## src/rtl/o_writeback.sv

```systemverilog
// Output write-back stage: buffers PE output vectors in a small FIFO and writes them
// to consecutive SRAM rows from a per-pass base, pulsing done when the pass is committed.
module o_writeback #(
   parameter int FIFO_DEPTH = 4,
   parameter int ADDR_W     = 10,
   parameter int ROWS_W     = 10,
   parameter int VEC_W      = 32
) (
   input  logic              clk,
   input  logic              rst,
   input  logic              start,
   input  logic [ADDR_W-1:0] base_addr,
   input  logic [ROWS_W-1:0] num_rows,
   input  logic              o_vld_in,
   output logic              o_rdy_out,
   input  logic [VEC_W-1:0]  o_vec_in,
   input  logic              sram_wr_rdy,
   output logic              sram_wr_en,
   output logic [ADDR_W-1:0] sram_wr_addr,
   output logic [VEC_W-1:0]  sram_wr_data,
   output logic              busy,
   output logic              done
);

   localparam int IDX_W = $clog2(FIFO_DEPTH);
   localparam int PTR_W = IDX_W + 1;

   typedef enum logic [1:0] {
      IDLE,
      RUN,
      DONE
   } state_t;

   state_t            state_q, state_d;
   logic [PTR_W-1:0]  wr_ptr_q, wr_ptr_d;
   logic [PTR_W-1:0]  rd_ptr_q, rd_ptr_d;
   logic [VEC_W-1:0]  mem_q [FIFO_DEPTH];
   logic [VEC_W-1:0]  mem_d [FIFO_DEPTH];
   logic [ADDR_W-1:0] base_q, base_d;
   logic [ROWS_W-1:0] rows_q, rows_d;
   logic [ROWS_W-1:0] acc_cnt_q, acc_cnt_d;
   logic [ROWS_W-1:0] wr_cnt_q, wr_cnt_d;
   logic [ADDR_W-1:0] hold_addr_q, hold_addr_d;
   logic [VEC_W-1:0]  hold_data_q, hold_data_d;

   logic              fifo_full;
   logic              fifo_empty;
   logic              push;
   logic              pop;
   logic              head_valid;
   logic [ADDR_W-1:0] cur_addr;
   logic [VEC_W-1:0]  head_data;

   assign fifo_empty = (wr_ptr_q == rd_ptr_q);
   assign fifo_full  = (wr_ptr_q[PTR_W-1] != rd_ptr_q[PTR_W-1]) &&
                       (wr_ptr_q[IDX_W-1:0] == rd_ptr_q[IDX_W-1:0]);
   assign cur_addr   = base_q + ADDR_W'(wr_cnt_q);
   assign head_data  = mem_q[rd_ptr_q[IDX_W-1:0]];

   // When no head is presented, address/data hold the last committed write so they stay stable.
   always_comb begin
      state_d     = state_q;
      wr_ptr_d    = wr_ptr_q;
      rd_ptr_d    = rd_ptr_q;
      mem_d       = mem_q;
      base_d      = base_q;
      rows_d      = rows_q;
      acc_cnt_d   = acc_cnt_q;
      wr_cnt_d    = wr_cnt_q;
      hold_addr_d = hold_addr_q;
      hold_data_d = hold_data_q;

      o_rdy_out    = (state_q == RUN) && !fifo_full && (acc_cnt_q < rows_q);
      sram_wr_en   = (state_q == RUN) && !fifo_empty && sram_wr_rdy;
      push         = o_vld_in && o_rdy_out;
      pop          = sram_wr_en;
      head_valid   = (state_q == RUN) && !fifo_empty;
      sram_wr_addr = head_valid ? cur_addr : hold_addr_q;
      sram_wr_data = head_valid ? head_data : hold_data_q;
      busy         = (state_q == RUN);
      done         = (state_q == DONE);

      case (state_q)
         IDLE: begin
            if (start) begin
               base_d    = base_addr;
               rows_d    = num_rows;
               acc_cnt_d = '0;
               wr_cnt_d  = '0;
               state_d   = (num_rows != '0) ? RUN : DONE;
            end
         end
         RUN: begin
            if (push) begin
               mem_d[wr_ptr_q[IDX_W-1:0]] = o_vec_in;
               wr_ptr_d  = wr_ptr_q + PTR_W'(1);
               acc_cnt_d = acc_cnt_q + ROWS_W'(1);
            end
            if (pop) begin
               rd_ptr_d    = rd_ptr_q + PTR_W'(1);
               wr_cnt_d    = wr_cnt_q + ROWS_W'(1);
               hold_addr_d = cur_addr;
               hold_data_d = head_data;
               if (wr_cnt_q == rows_q - ROWS_W'(1)) begin
                  state_d = DONE;
               end
            end
         end
         DONE: begin
            state_d = IDLE;
         end
         default: begin
            state_d = IDLE;
         end
      endcase
   end

   always_ff @(posedge clk) begin
      if (!rst) begin
         state_q     <= IDLE;
         wr_ptr_q    <= '0;
         rd_ptr_q    <= '0;
         base_q      <= '0;
         rows_q      <= '0;
         acc_cnt_q   <= '0;
         wr_cnt_q    <= '0;
         hold_addr_q <= '0;
         hold_data_q <= '0;
         for (int i = 0; i < FIFO_DEPTH; i++) begin
            mem_q[i] <= '0;
         end
      end else begin
         state_q     <= state_d;
         wr_ptr_q    <= wr_ptr_d;
         rd_ptr_q    <= rd_ptr_d;
         base_q      <= base_d;
         rows_q      <= rows_d;
         acc_cnt_q   <= acc_cnt_d;
         wr_cnt_q    <= wr_cnt_d;
         hold_addr_q <= hold_addr_d;
         hold_data_q <= hold_data_d;
         mem_q       <= mem_d;
      end
   end

endmodule

```

## config.mk

```make
export PLATFORM = sky130hd
export DESIGN_NAME = o_writeback
export DESIGN_NICKNAME = d
export VERILOG_FILES = /design/src/rtl/o_writeback.sv
export SDC_FILE = /design/constraint.sdc
export NUM_CORES = 1
export LEC_CHECK = 0
export ABC_AREA = 0
export BUFFER_PORTS_ARGS = -buffer_cell sky130_fd_sc_hd__buf_4
export CAP_MARGIN = 20
export CORE_MARGIN = 2
export CORE_UTILIZATION = 40
export DETAILED_ROUTE_END_ITERATION = 6
export PLACE_DENSITY_LB_ADDON = 0.05
export SLEW_MARGIN = 20
export SYNTH_ARGS = -nofsm -noshare
export SYNTH_HDL_FRONTEND = slang
export SYNTH_SLANG_ARGS = --single-unit
```

## constraint.sdc

```tcl
create_clock -name clk -period 6.5 [get_ports clk]
set_input_delay 1.3 -clock clk [delete_from_list [all_inputs] [get_ports clk]]
set_output_delay 1.3 -clock clk [all_outputs]
set_load 0.01 [all_outputs]
```

==> After elaboration in Yosys (flattened, before gate mapping) <==
Cells that the tools add are included.
{ "word_totals": {"output_inout_bits": 46, "regBits": 218, "in_bits": 57, "wordCells": 71} }
{ "op_classes": {"addsub": 6, "n_bitwise": 2, "n_lt_le_gt_ge": 4, "mux": 18, "n_eq_ne": 10, "n_reduce_logical": 18} }
{ "op_table": {"columns": ["operator", "count"], "rows": [
  ["$bwmux W128", 1],
  ["$mux W32", 4],
  ["$bmux W32 S2", 1],
  ["$demux W32 S2", 1],
  ["$mux W10", 4],
  ["$pmux W10 S2", 2],
  ["$add A10 B1 Y10 const B", 2],
  ["$add A10 B10 Y10", 1],
  ["$eq A10 B10 Y1", 1],
  ["$lt A10 B10 Y1", 1],
  ["$reduce_bool A10 Y1", 1],
  ["$sub A10 B1 Y10 const B", 1],
  ["$reduce_and A3 Y1", 3],
  ["$mux W2", 4],
  ["$logic_and A1 B1 Y1", 7],
  ["$add A3 B1 Y3 const B", 2],
  ["$ge A3 B3 Y1 const B", 2],
  ["$not A2 Y3", 2],
  ["$reduce_and A2 Y1", 3],
  ["$ne A2 B1 Y1 const B", 2],
  ["$ne A2 B2 Y1 const B", 2],
  ["$pmux W2 S2", 1],
  ["$eq A3 B3 Y1", 1],
  ["$lt A3 B1 Y1 const B", 1],
  ["other kinds (7)", 8]
]} }

==> Logic depth before layout (Yosys ltp) <==
Gate-level depths: netlist of run 1.
{ "logic_depth": {"ltp_word": 8, "ltp_mapped": 11} }

==> Least setup slack after synthesis of run 1 <==
Ideal clock, no wire load.
{ "synth_path": {"path_kind": "flip-flop to output port", "start": "register wr_cnt_q[0]", "end": "output sram_wr_addr[8]", "required_ps": 5200, "slack_ps": 3210, "arrival_time_ps": 1990, "n_path_buf": 0, "stages_incl_launch_ff": 10, "path_cell_list": "dfxtp_1 ha_1 inv_1 fa_1 nor2b_1 o21a_1 o211ai_1 a31oi_1 xor2_1 mux2_2"} }
{ "synth_between": {"elab_chain_len": 2} }
{ "synth_rtl": {"columns": ["item", "line", "source"], "rows": [
  ["from (decl)", "42", "logic [ROWS_W-1:0] wr_cnt_q, wr_cnt_d;"],
  ["from (signal assigned)", "139", "wr_cnt_q <= wr_cnt_d;"],
  ["$add A10 B10 Y10", "57", "assign cur_addr = base_q + ADDR_W'(wr_cnt_q);"],
  ["$mux W10", "78", "sram_wr_addr = head_valid ? cur_addr : hold_addr_q;"],
  ["to (decl)", "19", "output logic [ADDR_W-1:0] sram_wr_addr,"]
]} }
No other way between the ends.

==> Final worst setup path of run 1 <==
{ "layout_path": {"start": "register rd_ptr_q[0]", "end": "output sram_wr_data[5]"} }
{ "layout_between": {"elab_chain_len": 5, "word_cells_on_any_way": 8, "cone_classes": "eq/ne (1); mux (4); bitwise (1); reduce/logical (2)"} }
{ "layout_rtl": {"columns": ["item", "line", "source"], "rows": [
  ["from (decl)", "36", "logic [PTR_W-1:0] rd_ptr_q, rd_ptr_d;"],
  ["from (signal assigned)", "135", "rd_ptr_q <= rd_ptr_d;"],
  ["$not A2 Y3 (not written as such)", "58", "assign head_data = mem_q[rd_ptr_q[IDX_W-1:0]];"],
  ["$bmux W32 S2", "58", null],
  ["$mux W32 (not written as such) (2 in series)", "58", null],
  ["$mux W32 (*)", "79", "sram_wr_data = head_valid ? head_data : hold_data_q;"],
  ["to (decl)", "20", "output logic [VEC_W-1:0] sram_wr_data,"]
]} }
Mark *: on every way between the ends. The rest lies on a longest branch, timed or not. The select of a mux whose other input is x is not followed.

==> run metrics, run 1 <==
Seq. cell area=4370 sq um; Reg2Reg Capture Point=state_q[1]$_SDFFE_PN0P_; Tot GR Track Use=19.0%; kind of critical path=reg -> out; Placed Cells=1485; number of global-route vias before repair=7579; 1st-pass router iterations=4; # fillers=2445; Worst Setup SP=rd_ptr_q[0]$_SDFFE_PN0P_; Final min period=4.81 ns; Slew headroom=33.0%; grt total ovfl=0; multi-input logic area=5410 sq um; fin util=47.8%; outcome=completed; count of final hold-check violations=0; post-synthesis async set-or-reset flop share=0%; crit share post-route=73.9%; final worst setup slack=1.69 ns; dpl ws=2.16 ns; Synth cell types=57; register area share after synthesis=43.1%; number of gates resized after CTS=0; Fmax=208 MHz; Core ar.=25000 sq um; CTS buffer count=25; fin. max-slew vios=0; Synth area leaders=dfxtp_1 (43%), mux4_2 (7.1%), o21ai_0 (7.0%), nand3_1 (6.9%), nand2_1 (6.3%); I/O Buffers=102; H-Tree Depth=1; Syn Std Cell Area=10100 sq um; Rows=58; CTS tree=yes; Remaining DRCs=0; Clk Latency, worst-skew pair=0.53 ns; LEAKAGE=4.44 nW; Worst R2R Setup Slack=2.62 ns; share of the synthesized area in the top cell type=43.1%; final RePlAce weighted congestion=0.810; Power Dens Cells=250 nW/um^2; WL final=25100 microns; Nets=1266; Worst Setup Start Kind=flop; Root Buffer=clkbuf_16; Worst Path Arrival=3.51 ns; share of layout cells above drive strength 1=20.3%; Setup violations, final=0; Worst Setup End Kind=primary output; Hold Path Class=reg -> reg; max-cap check violation count=0; final non-filler cell total=1531; Initial DRC Count=351; ys flop type=dfxtp_1; clock transition at the registers of the reported paths=0.06 ns; CTS Buffer Depth=3; RSZ-0062 raised after global routing=no; R2R cell count=10; die height=163 microns; total vias in the final route=7986; Post-synth EDFFs=0; Detail Placement HPWL=15800 microns; Max IR drop VDD=0.162 mV; Clock Skew=0.0109 ns; largest net degree at the start of global routing=156; I/O pin cnt=103; total die area=26600 sq um; post-DR vias/cell=5.22; area delta synth->final=18.0%; HP Start=hold_data_q[1]$_SDFFE_PN0P_; Req. time, crit path=5.20 ns; Mapped Nets=1211; Die X=163 microns; most frequent cell after synthesis=dfxtp_1; Wirelength per Cell=16.4 microns; Seq cells post-synth=218; Yosys top cell by area=dfxtp_1; Yosys Warn Count=0; CP Max Fanout=35; Initial Util=40.5%; worst r2r src=rd_ptr_q[0]$_SDFFE_PN0P_; hold_buf cts=0; n_diodes=0; Post-CTS Setup Bufs=0; Worst setup endpoint=sram_wr_data[5]; Slew @ Worst Pin=1.01 ns; initial antenna violation count=0; post-synthesis area per instance=8.99 sq um; Synth Instances=1127; commonest cells in the synthesized netlist=dfxtp_1 (218), nand2_1 (171), o21ai_0 (141), nand3_1 (140), a21boi_0 (59); first-pass GRT wire length=40700 microns; Post-Layout Inst Area=12000 sq um; remaining antenna violation count after routing=0; Area after DPL=11100 sq um; # clock sinks=218; Fin Setup TNS=0 ns
==> worst min-delay path by stage <==
stage / endpoint / cells after the start
final: hold_data_q[1]$_SDFFE_PN0P_ / 2
after CTS: hold_addr_q[0]$_SDFFE_PN0P_ / 2
after detailed placement: mem_q[22]$_SDFFE_PN0P_ / 2
after global placement: mem_q[97]$_SDFFE_PN0P_ / 2
after global routing: hold_addr_q[0]$_SDFFE_PN0P_ / 2
after floorplan: mem_q[34]$_SDFFE_PN0P_ / 2
==> metrics by stage <==
step	hold slack, ns	power, mW
2_1_floorplan	0.438	1.55
3_3_place_gp	0.449	1.63
3_5_place_dp	0.458	1.63
4_1_cts	0.467	3.04
5_1_grt	0.489	3.11
6_report	0.462	2.99
==> sequential cells by signal, summed over array words and instances (netlist names) <==
register,cells
base_q,10
state_q,2
hold_addr_q,10
wr_cnt_q,10
wr_ptr_q,3
hold_data_q,32
rows_q,10
mem_q,128
rd_ptr_q,3
acc_cnt_q,10
==> metal layers <==
| layer | track usage [%] | vias to the layer above | routed length (microns) |
|---|---|---|---|
| met3 | 2.67 | 33 | 1000 |
| li1 | - | 4102 | - |
| met1 | 26.1 | 3721 | 11800 |
| met5 | 0 | - | 0 |
| met2 | 31.6 | 130 | 11700 |
| met4 | 4.47 | 0 | 488 |
==> cell usage in the layout (no fill, tap or decap), types with 3 or more instances in the layout <==
cell type	synthesis	routed
mux2i_1	3	3
clkinv_2	0	7
xnor2_1	19	19
nor2_1	23	23
a211o_1	3	3
clkbuf_16	0	25
or4_1	6	6
nand3_1	140	140
o21ai_0	141	141
o21a_1	7	7
mux2_2	38	38
nand4_1	6	6
dfxtp_1	218	216
o2111ai_4	0	4
or3_1	3	3
mux4_2	32	32
a21o_1	3	3
a21oi_1	22	22
clkbuf_8	0	5
clkbuf_1	57	6
and2_1	9	9
nor4_1	4	4
a21boi_0	59	59
nor3_1	9	9
nand2b_1	4	4
nand2_1	171	170
inv_1	23	23
a31oi_1	3	3
xor2_1	15	15
nor2b_1	7	7
and3_1	6	6
buf_4	0	111
ha_1	26	26
o211ai_1	7	7
==> critical path, stage by stage, from the launching register on <==
cell and delay [ns]:
dfxtp_2 0.31, buf_4 0.58, xnor2_1 0.24, a31oi_4 0.85
buf_4 0.45, mux2_2 0.38, buf_4 0.15
==> where the power goes <==
group	internal, mW	switching, mW
combinational	0.0909	0.136
clock	0.813	0.572
sequential	1.36	0.0191
==> final cells by class <==
| class | count | share of cell area [%] |
|---|---|---|
| Timing Repair Buffer | 113 | 7.23 |
| Multi-Input combinational cell | 800 | 45.2 |
| Tap cell | 330 | 3.45 |
| Clock inverter | 10 | 0.806 |
| Sequential cell | 218 | 36.5 |
| Clock buffer | 36 | 5.99 |
| Inverter | 24 | 0.753 |
==> cell families (layout without fill, tap and decap cells) <==
| group | count (synthesis) | count (layout) | share of synthesized area (%) |
|---|---|---|---|
| compound gates | 265 | 265 | 16.1 |
| buf+inv | 109 | 183 | 4.21 |
| fa+ha+maj | 27 | 27 | 3.41 |
| mux | 73 | 73 | 11.6 |
| xor+xnor | 34 | 34 | 2.94 |
| simple gates | 401 | 401 | 18.6 |
| flops | 218 | 218 | 43.1 |
(Power assumes the default switching activity.)
==> run 2, diff against run 1 <==
==> constraint.sdc (replaced) <==
create_clock -name clk -period 4 [get_ports clk]
set_input_delay 0.8 -clock clk [delete_from_list [all_inputs] [get_ports clk]]
set_output_delay 0.8 -clock clk [all_outputs]
set_load 0.01 [all_outputs]
==> run 2 against run 1 <==
Compared with the run above: final area shrank 0.47%; non-clock buffer count is 1 higher; cell count decreased by 0.59%.
==> run metrics, run 2 (synthesis results as in run 1) <==
outcome=completed; 1st-pass router iterations=4; Req. time, crit path=3.20 ns; most frequent cells in the layout=dfxtp_1 (216), nand2_1 (170), o21ai_0 (141); Die X=163 microns; crit share post-route=90.5%; commonest non-fill, non-tap cell in the layout=dfxtp_1; max reg flops=128; Fmax=276 MHz; remaining antenna violation count after routing=0; fin util=47.5%; Nets=1267; final worst setup slack=0.379 ns; Root Buffer=clkbuf_16; Setup violations, final=0; Slew @ Worst Pin=0.966 ns; total die area=26600 sq um; kind of critical path=reg -> out; hold_buf cts=0; Hold Path Class=reg -> reg; count of final hold-check violations=0; LEAKAGE=4.41 nW; largest net degree at the start of global routing=172; Core ar.=25000 sq um; Max IR drop VDD=0.264 mV; Detail Placement HPWL=15600 microns; CTS tree=yes; Largest regs=mem_q: 128 flops, hold_data_q: 32 flops; Tot GR Track Use=19.0%; Post-CTS Setup Bufs=0; I/O pin cnt=103; Biggest register=mem_q; RSZ-0062 raised after global routing=no; final non-filler cell total=1522; Rows=58; Placed Cells=1486; grt total ovfl=0; die height=163 microns; Worst Setup End Kind=primary output; Wirelength per Cell=16.5 microns; Clock Skew=0.0132 ns; Remaining DRCs=0; Initial DRC Count=378; initial antenna violation count=0; Fin Setup TNS=0 ns; area delta synth->final=17.4%; Worst Path Arrival=2.82 ns; dpl ws=0.843 ns; Clk Latency, worst-skew pair=0.51 ns; share of layout cells above drive strength 1=20.0%; H-Tree Depth=1; CP Max Fanout=6; total vias in the final route=7932; n_diodes=0; Initial Util=40.5%; hold slack final=0.460 ns; # clock sinks=218; Power Dens Cells=397 nW/um^2; first-pass GRT wire length=41100 microns; Area after DPL=11200 sq um; fin. max-slew vios=0; post-DR vias/cell=5.21; WL final=25100 microns; clock transition at the registers of the reported paths=0.06 ns; Slew headroom=35.6%; max-cap check violation count=0; CTS buffer count=25; Final Total Pwr=4.72 mW; I/O Buffers=102; Worst Setup Start Kind=flop; Final min period=3.62 ns; number of gates resized after CTS=0; CTS Buffer Depth=3; final RePlAce weighted congestion=0.795; Post-Layout Inst Area=11900 sq um; number of global-route vias before repair=7807
==> run 2: cell types whose count changed in the layout (fill, tap and decap cells not counted) <==
cell      delta
clkbuf_8     -1
inv_8        -1
clkinv_2     -4
inv_16       -1
buf_12       +1
clkbuf_1     -3
==> run 2: layout make-up <==
cell class / instances / area (sq um)
clock buffers: 32 / 692
clock inverters: 4 / 45.0
fillers: 2458 / 13100
inverters: 24 / 90.1
multi-input cells: 800 / 5410
flip-flops and latches: 218 / 4370
well taps: 330 / 413
repair buffers: 114 / 885
==> run 2: critical path: stages (launching register included) <==
cell and delay [ns]:
dfxtp_1 0.42, ha_1 0.23, inv_1 0.06, fa_1 0.39, nor2b_1 0.12, o21a_1 0.16
o211ai_1 0.11, a31oi_1 0.29, xor2_1 0.11, mux2_2 0.27, buf_4 0.14
==> run 2: worst paths after layout <==
path | from | endpoint | slack [ns] | depth (start not counted)
setup reg to reg | rows_q[2]$_SDFFE_PN0P_ | mem_q[26]$_SDFFE_PN0P_ | 0.86 | 9
setup / recovery | wr_cnt_q[0]$_SDFFE_PN0P_ | sram_wr_addr[8] | 0.38 | 10
hold reg to reg | hold_data_q[7]$_SDFFE_PN0P_ | hold_data_q[7]$_SDFFE_PN0P_ | 0.46 | 2
hold / removal | hold_data_q[7]$_SDFFE_PN0P_ | hold_data_q[7]$_SDFFE_PN0P_ | 0.46 | 2
==> run 2: power breakdown <==
part	total, mW	internal [mW]	switching (mW)
registers	2.24	2.21	0.0305
clock network	2.12	1.26	0.860
logic	0.369	0.149	0.219
==> run 2: layer usage <==
layer	part of all wire [%]	wire, microns	GRT usage, %
met4	1.7	417	4.10
met5	0	0	0
met2	48	12000	33.0
met1	47	11800	25.3
met3	3.5	880	2.49
